==> config.mk <==
export PLATFORM = sky130hd
export DESIGN_NAME = pdm_sample_sched
export DESIGN_NICKNAME = d
export VERILOG_FILES = /design/src/rtl/pdm_sample_sched.sv
export SDC_FILE = /design/constraint.sdc
export NUM_CORES = 1
export LEC_CHECK = 0
export ABC_AREA = 1
export CORE_AREA = 2 2 132 134
export DETAILED_ROUTE_END_ITERATION = 8
export DIE_AREA = 0 0 134 136
export SYNTH_ARGS = -nofsm -noshare
export SYNTH_HDL_FRONTEND = slang
export SYNTH_SLANG_ARGS = --single-unit
==> constraint.sdc <==
create_clock -name clk -period 6.6 [get_ports clk]
set_input_delay 0.66 -clock clk [delete_from_list [all_inputs] [get_ports clk]]
set_output_delay 0.66 -clock clk [all_outputs]
set_load 0.02 [all_outputs]
==> src/rtl/pdm_sample_sched.sv <==
// Sample-rate scheduler for the PDM DAC path: tick divider, tone/stream source select, gain ramps.
// Optional: define PDM_SCHED_UNDERRUN_CNT_EN to add the saturating underrun_count output.
module pdm_sample_sched #(
  parameter int INPUT_WIDTH = 8,
  parameter int DIV_RATIO   = 1000,
  parameter int GAIN_STEP   = 16,
  parameter int FIFO_DEPTH  = 4
) (
  input  logic                   clk,
  input  logic                   reset,
  input  logic                   play,
  input  logic                   src_sel,
  input  logic [INPUT_WIDTH-1:0] tone_data,
  output logic                   tone_ce,
  input  logic [INPUT_WIDTH-1:0] s_data,
  input  logic                   s_valid,
  output logic                   s_ready,
  output logic [INPUT_WIDTH-1:0] sample,
  output logic                   sample_strobe,
  output logic [1:0]             state,
  output logic                   underrun
`ifdef PDM_SCHED_UNDERRUN_CNT_EN
  ,
  output logic [7:0]             underrun_count
`endif
);

  localparam int DW = $clog2(DIV_RATIO);
  localparam int AW = $clog2(FIFO_DEPTH);
  localparam int CW = $clog2(FIFO_DEPTH + 1);
  localparam int PW = INPUT_WIDTH + 10;
  localparam logic [INPUT_WIDTH-1:0] MID = INPUT_WIDTH'(1) << (INPUT_WIDTH - 1);
  localparam logic [8:0] UNITY = 9'd256;
  localparam logic [8:0] STEP  = 9'(GAIN_STEP);

  typedef enum logic [1:0] {
    MUTE      = 2'd0,
    RAMP_UP   = 2'd1,
    RUN       = 2'd2,
    RAMP_DOWN = 2'd3
  } state_t;

  state_t                 state_q, state_d;
  logic [8:0]             gain_q, gain_d;
  logic                   src_q, src_d;
  logic [DW-1:0]          div_cnt;
  logic                   tick, active, push, pop, starve;
  logic [INPUT_WIDTH-1:0] mem [FIFO_DEPTH];
  logic [AW-1:0]          wr_ptr, rd_ptr;
  logic [CW-1:0]          count, count_nxt;
  logic [INPUT_WIDTH-1:0] last_q, src_val, sample_d;
  logic signed [PW-1:0]   d_ext, g_ext, prod, scaled;

  assign tick      = (div_cnt == DW'(DIV_RATIO - 1));
  assign active    = (state_q != MUTE);
  assign push      = s_valid && s_ready;
  // pop looks at the pre-push occupancy, so a same-cycle push never feeds it
  assign pop       = tick && src_q && active && (count != '0);
  assign starve    = tick && src_q && active && (count == '0);
  assign count_nxt = count + CW'(push) - CW'(pop);
  assign tone_ce   = reset && tick && !src_q && active;
  assign state     = state_q;

  always_comb begin
    state_d = state_q;
    gain_d  = gain_q;
    src_d   = src_q;
    if (tick) begin
      case (state_q)
        MUTE: begin
          gain_d = '0;
          if (play) begin
            src_d   = src_sel;
            state_d = RAMP_UP;
          end
        end
        RAMP_UP: begin
          if (!play) begin
            state_d = RAMP_DOWN;
          end else begin
            gain_d = (gain_q >= UNITY - STEP) ? UNITY : gain_q + STEP;
            if (gain_d == UNITY) state_d = RUN;
          end
        end
        RUN: begin
          if (!play || (src_sel != src_q)) state_d = RAMP_DOWN;
        end
        RAMP_DOWN: begin
          gain_d = (gain_q <= STEP) ? '0 : gain_q - STEP;
          if (gain_d == '0) begin
            if (play) begin
              src_d   = src_sel;
              state_d = RAMP_UP;
            end else begin
              state_d = MUTE;
            end
          end
        end
        default: state_d = MUTE;
      endcase
    end
  end

  // The sample is scaled by the gain being entered on this tick.
  always_comb begin
    if (!src_q)   src_val = tone_data;
    else if (pop) src_val = mem[rd_ptr];
    else          src_val = last_q;
    d_ext    = $signed(PW'(src_val)) - $signed(PW'(MID));
    g_ext    = $signed(PW'(gain_d));
    prod     = d_ext * g_ext;
    scaled   = prod >>> 8;
    sample_d = INPUT_WIDTH'(scaled + $signed(PW'(MID)));
  end

  always_ff @(posedge clk) begin
    if (!reset) begin
      div_cnt       <= '0;
      state_q       <= MUTE;
      gain_q        <= '0;
      src_q         <= 1'b0;
      wr_ptr        <= '0;
      rd_ptr        <= '0;
      count         <= '0;
      s_ready       <= 1'b0;
      last_q        <= MID;
      sample        <= MID;
      sample_strobe <= 1'b0;
      underrun      <= 1'b0;
    end else begin
      div_cnt <= tick ? '0 : div_cnt + DW'(1);
      state_q <= state_d;
      gain_q  <= gain_d;
      src_q   <= src_d;
      if (push) wr_ptr <= wr_ptr + AW'(1);
      if (pop) begin
        rd_ptr <= rd_ptr + AW'(1);
        last_q <= mem[rd_ptr];
      end
      count         <= count_nxt;
      s_ready       <= (count_nxt != CW'(FIFO_DEPTH));
      sample_strobe <= tick;
      underrun      <= starve;
      if (tick) sample <= sample_d;
    end
  end

  always_ff @(posedge clk) begin
    if (reset && push) mem[wr_ptr] <= s_data;
  end

`ifdef PDM_SCHED_UNDERRUN_CNT_EN
  logic [7:0] ucnt;

  always_ff @(posedge clk) begin
    if (!reset)                              ucnt <= '0;
    else if (tick && state_q == MUTE && play) ucnt <= '0;
    else if (starve && ucnt != 8'hFF)        ucnt <= ucnt + 8'd1;
  end

  assign underrun_count = ucnt;
`endif

endmodule

== Word-level counts from Yosys, hierarchy flattened ==
Memory sizes are Yosys's and may differ from the RTL's. A register that Yosys moved wholly into a read port is not among the register bits.
Cells that the tools add are included.
Storage, ports and cells
  input bits: 21
  memory bits (read-only): 0
  latch bits: 0
  output and inout port bits: 14
  memory bits (writable): 32
  word-level logic and storage cells: 79
  memories kept: 1
  bits in registers: 48
Memory list
  mem: depth 4, bits a word 8, read ports 1, clocked after memory_dff 1, write ports 1, line 48  | logic [INPUT_WIDTH-1:0] mem [FIFO_DEPTH];
Cells by class
  bitwise operators: 1
  $lt $le $gt $ge: 2
  reductions and logical operators: 21
  muxes and demuxes: 21
  div/mod/pow operators: 0
  shifts and indexed selects: 0
  add/subtract/negate cells: 9
  multipliers: 1
  eq/ne operators: 11
Operators with widths (count)
  $mux W9: 4
  $pmux W9 S3: 1
  $mul A9 B10 Y16: 1
  $mux W8: 2
  $mux W2: 7
  $add A10 B1 Y10 const B: 1
  $eq A10 B10 Y1 const B: 1
  $add A9 B5 Y9 const B: 1
  $eq A9 B9 Y1 const B: 1
  $ge A9 B8 Y1 const B: 1
  $le A9 B5 Y1 const B: 1
  $logic_and A1 B1 Y1: 9
  $logic_not A9 Y1: 1
  $sub A8 B8 Y9 const B: 1
  $sub A9 B5 Y9 const B: 1
  $add A8 B8 Y8 const B: 1
  $pmux W2 S4: 1
  $ne A2 B2 Y1 const B: 3
  $ne A3 B3 Y1 const B: 2
  $mux W1: 5
  $reduce_and A5 Y1: 1
  $add A2 B1 Y2 const B: 2
  $eq A2 B2 Y1 const B: 2
  $reduce_bool A2 Y1: 2
  other kinds (13): 14

== Longest topological paths before layout ==
  word-level depth: 9
  gate-level depth with buffers: 33
  depth with buffers taken out: 33

== Worst setup path before layout ==
Ideal clock, no wire load.
  kind: reg2reg
  from: register state_q[0], in the netlist state[0]
  to: register sample[7]
  stages on the path, launching flop included: 30
  data arrival time: 5.606 ns
  path slack: 0.880 ns
  clock period less this slack: 5.720 ns
  library setup time: 0.113 ns
  required time: 6.487 ns
  cell sequence: dfxtp_1 > inv_1 > ha_1 > nor2_1 > nand2_1 > nor2_8 > buf_4 > o221ai_1 > o21ai_1 > nand2_1 > o21ai_2 > inv_1 > nand2_1 > fa_1 > fa_1 > fa_1 > fa_1 > fa_1 > inv_1 > ha_1 > nand2_1 > nand2_1 > inv_1 > o21ai_0 > a221oi_1 > nand2_1 > nand2_1 > nand2_1 > nor2_1 > nor2_1
On the way
  word-level cells in the longest chain between the ends: 8
RTL lines
  start, declared: line 43  | state_t state_q, state_d;
  start signal, assigned: line 132  | state_q <= state_d;
  $reduce_bool A2 Y1: line 55  | assign active = (state_q != MUTE);
  $logic_and A1 B1 Y1 (2 in a row): line 58  | assign pop = tick && src_q && active && (count != '0);
  $mux W8: line 107  | else if (pop) src_val = mem[rd_ptr];
  $mux W8: line 106  | if (!src_q) src_val = tone_data;
  $sub A8 B8 Y9: line 109  | d_ext = $signed(PW'(src_val)) - $signed(PW'(MID));
  $mul A9 B10 Y16 *: line 111  | prod = d_ext * g_ext;
  $add A8 B8 Y8 *: line 113  | sample_d = INPUT_WIDTH'(scaled + $signed(PW'(MID)));
  end signal, assigned: line 144  | if (tick) sample <= sample_d;
  end, declared: line 18  | output logic [INPUT_WIDTH-1:0] sample,
Every way passes the cells marked *; elsewhere a longest branch is shown, timed or not.
A chain may end at the register's enable or synchronous reset.

== Final worst setup path ==
Same ends and word-level chain as after synthesis.

==> impl_metrics.csv <==
group,metric,value,unit
run_status,status,"finished, final reports clean",
finish,final_layout_size_suffix_gt1_frac,0.0852,
logic_synthesis,async_flop_share,0,
timing,min_period,6150,ps
critical_path,critical_path.top_delay_family,"adder cells",
timing,final-max-slew-violation-count,0,
die,io_pins,35,
logic_synthesis,ys_ff_latch,82,
critical_path,slowest_delay,530,ps
routing,drtIter0Drc,222,
logic_synthesis,synth.area.top_cells,"dfxtp_1 (16%), fa_1 (16%), edfxtp_1 (15%), ha_1 (9.8%), inv_1 (8.6%)",
clocking,cts_max_path_buffers,2,
pwr,powerDensity,154,nW/um^2
die,die_y,136,um
die,dieArea,18200,um^2
routing,firstDrtPassIters,4,
routing,drc,0,
critical_path,cp-start-kind,"flop",
pwr,p_leak,3.34,nW
logic_synthesis,synth_nets,874,
critical_path,reg2reg_to,"sample[7]",
timing,skew,9.41,ps
global_routing,grt_pass1_wl,23600,um
global_routing,track_usage,0.167,
timing,setup_violations,0,
routing,vias_per_cell,4.71,
routing,vias,4823,
critical_path,end_kind,"flop",
critical_path,cp.arrival,6390,ps
logic_synthesis,synth.distinct_cells,46,
timing,rsz0062_at_grt,"no",
critical_path,ff2ff_setup_slack,450,ps
critical_path,cp_max_fo,18,
routing,wire_per_inst,13.5,um
clocking,clock-sinks,82,
clocking,cts_resized,0,
die,rows,48,
logic_synthesis,yosys_warnings,0,
logic_synthesis,yosysMostFrequentCell,"inv_1",
die,initial_core_util,0.372,
worst_hold_path,hold_path.startpoint,"sample[1]",
critical_path,reg2regPathDepth,28,
clocking,cts_root_buf,"clkbuf_16",
clocking,cts_max_level,3,
clocking,insertion_delay,350,ps
finish,syn_to_final_growth,14.1,%
timing,fmax,163,MHz
critical_path,timing.rr.start,"state[0]",
die,core,16900,um^2
critical_path,cp.buffers_inverters,4,
logic_synthesis,synthDominantCellAreaShare,0.160,
clocking,postCtsHoldBufs,0,
pwr,irDropWorstVdd,0.107,mV
job,cap_violations,0,
placed_design,hpwlAfterDp,10900,um
finish,fin_nets,913,
clocking,cts_tree,"done",
logic_synthesis,syn_inst,754,
logic_synthesis,synth_ff_type,"dfxtp_1",
logic_synthesis,synthTopCellsByCount,"inv_1 (143), nand2_1 (131), nor2_1 (106)",
finish,antenna_cells,0,
finish,finalCoreUtilization,0.424,
die,die_width,134,um
critical_path,cpMostUsedCell,"nand2_1",
clocking,postCtsSetupBuffers,0,
worst_hold_path,hold_class,"flop to flop",
global_routing,grt.overflow.total,0,
timing,hold_viol_final,0,
global_routing,antenna_found_initial,0,
critical_path,critPathRequiredTime,6840,ps
logic_synthesis,synthesis.area,6270,um^2
worst_hold_path,hold_path_depth,2,
clocking,clk_pin_slew,70,ps
routing,routed_wirelength,13800,um
logic_synthesis,yosysTopAreaCell,"dfxtp_1",
timing,fin_setup_tns,0,ps
logic_synthesis,seq_area_frac_synth,0.313,
routing,postRouteAntennaNets,0,
global_routing,grt_pass1_vias,4833,
timing,worstMarginPinSlew,827,ps
placed_design,numPortBuffers,34,
timing,fin_crit_sh,0.932,
global_routing,grt_max_degree,20,
timing,maxSlewHeadroom,0.446,
logic_synthesis,synth_edf_count,32,
critical_path,cp_slowest_cell,"fa_1",
worst_hold_path,holdPathEnd,"sample[1]",
logic_synthesis,syn_avg_cell_area,8.32,um^2
placed_design,gp_congestion,0.870,
critical_path,crit_type,"flop to flop",
clocking,cts_inserted_buffers,9,
[tightest hold or removal path, cell delays in order, from the launching register on]
cell     delay [ps]
dfxtp_1         310
nand2_1          50
o21ai_1          50
[layer usage]
layer  global-route usage  wire (um)
met3               0.0280        435
met4               0.0556        204
met1                0.216       6580
met5                    0          0
met2                0.284       6630
[area by class of cell]
class                      instances  area [um^2]
clock buffer                      10          229
timing repair buffer              40          385
inverter                         147          552
fill                            1681         9720
tap                              225          282
multi-input combinational        513         3700
clock inverter                     6         48.8
sequential                        82         1960
[placed cells by master (no fill, tap or decap), types with 3 or more instances in the layout]
cell type	Yosys	routed
a21oi_1	15	15
a31oi_1	3	3
buf_4	2	6
clkbuf_16	0	9
clkdlybuf4s50_1	0	34
clkinvlp_4	0	3
dfxtp_1	50	50
edfxtp_1	32	32
fa_1	50	50
ha_1	49	49
inv_1	143	143
inv_2	3	3
inv_6	0	3
nand2_1	131	131
nand2_2	14	14
nand2_4	3	3
nand3_1	19	19
nand3_2	3	3
nand4_1	9	9
nor2_1	106	106
nor2_2	3	3
nor2_4	5	5
nor3_1	11	11
o21ai_0	36	36
o21ai_1	5	5
o21ai_2	4	4
o221ai_1	6	6
or2_2	4	4
xnor2_1	5	5
xor2_1	8	8
[stage by stage]
step / setup WS [ps] / std cells / total power [mW] / hold WS (ps) / cell area [um^2]
2_1_floorplan: 880 / 754 / 0.602 / 418 / 6270
3_3_place_gp: 386 / 1007 / 0.635 / 429 / 6880
3_5_place_dp: 296 / 1007 / 0.635 / 443 / 6880
4_1_cts: 427 / 1023 / 1.12 / 457 / 7160
5_1_grt: 24.8 / 1023 / 1.15 / 467 / 7160
6_report: 448 / 1023 / 1.10 / 452 / 7160
[sequential cells by signal, indices dropped and copies added, names as in the netlist, named ones only]
register / flops
sample_strobe: 1
wr_ptr: 2
div_cnt: 10
sample: 8
state: 2
gain_q: 9
last_q: 8
underrun: 1
s_ready: 1
count: 3
rd_ptr: 2
mem: 32
src_q: 1
[where the power goes]
group          switching (mW)  internal, mW  total [mW]
combinational          0.0524        0.0332      0.0856
sequential            0.00381         0.534       0.538
clock                   0.221         0.259       0.480
[worst max path at each step]
stage                        start         to  slack [ps]  cells past startpoint
after floorplan           state[0]  sample[7]         880                     29
after global placement        play  sample[7]         390                     24
after detailed placement      play  sample[7]         300                     27
after CTS                 state[0]  sample[7]         430                     28
after global routing      state[0]  sample[7]          20                     28
final                     state[0]  sample[7]         450                     28
[kinds of logic after synthesis]
| logic type | synth area share |
|---|---|
| compound gates | 0.0790 |
| flops | 0.313 |
| fa+ha+maj | 0.257 |
| buf+inv | 0.0972 |
| simple gates | 0.235 |
| xor+xnor | 0.0182 |
No activity file was read; power rests on OpenSTA's default activity.
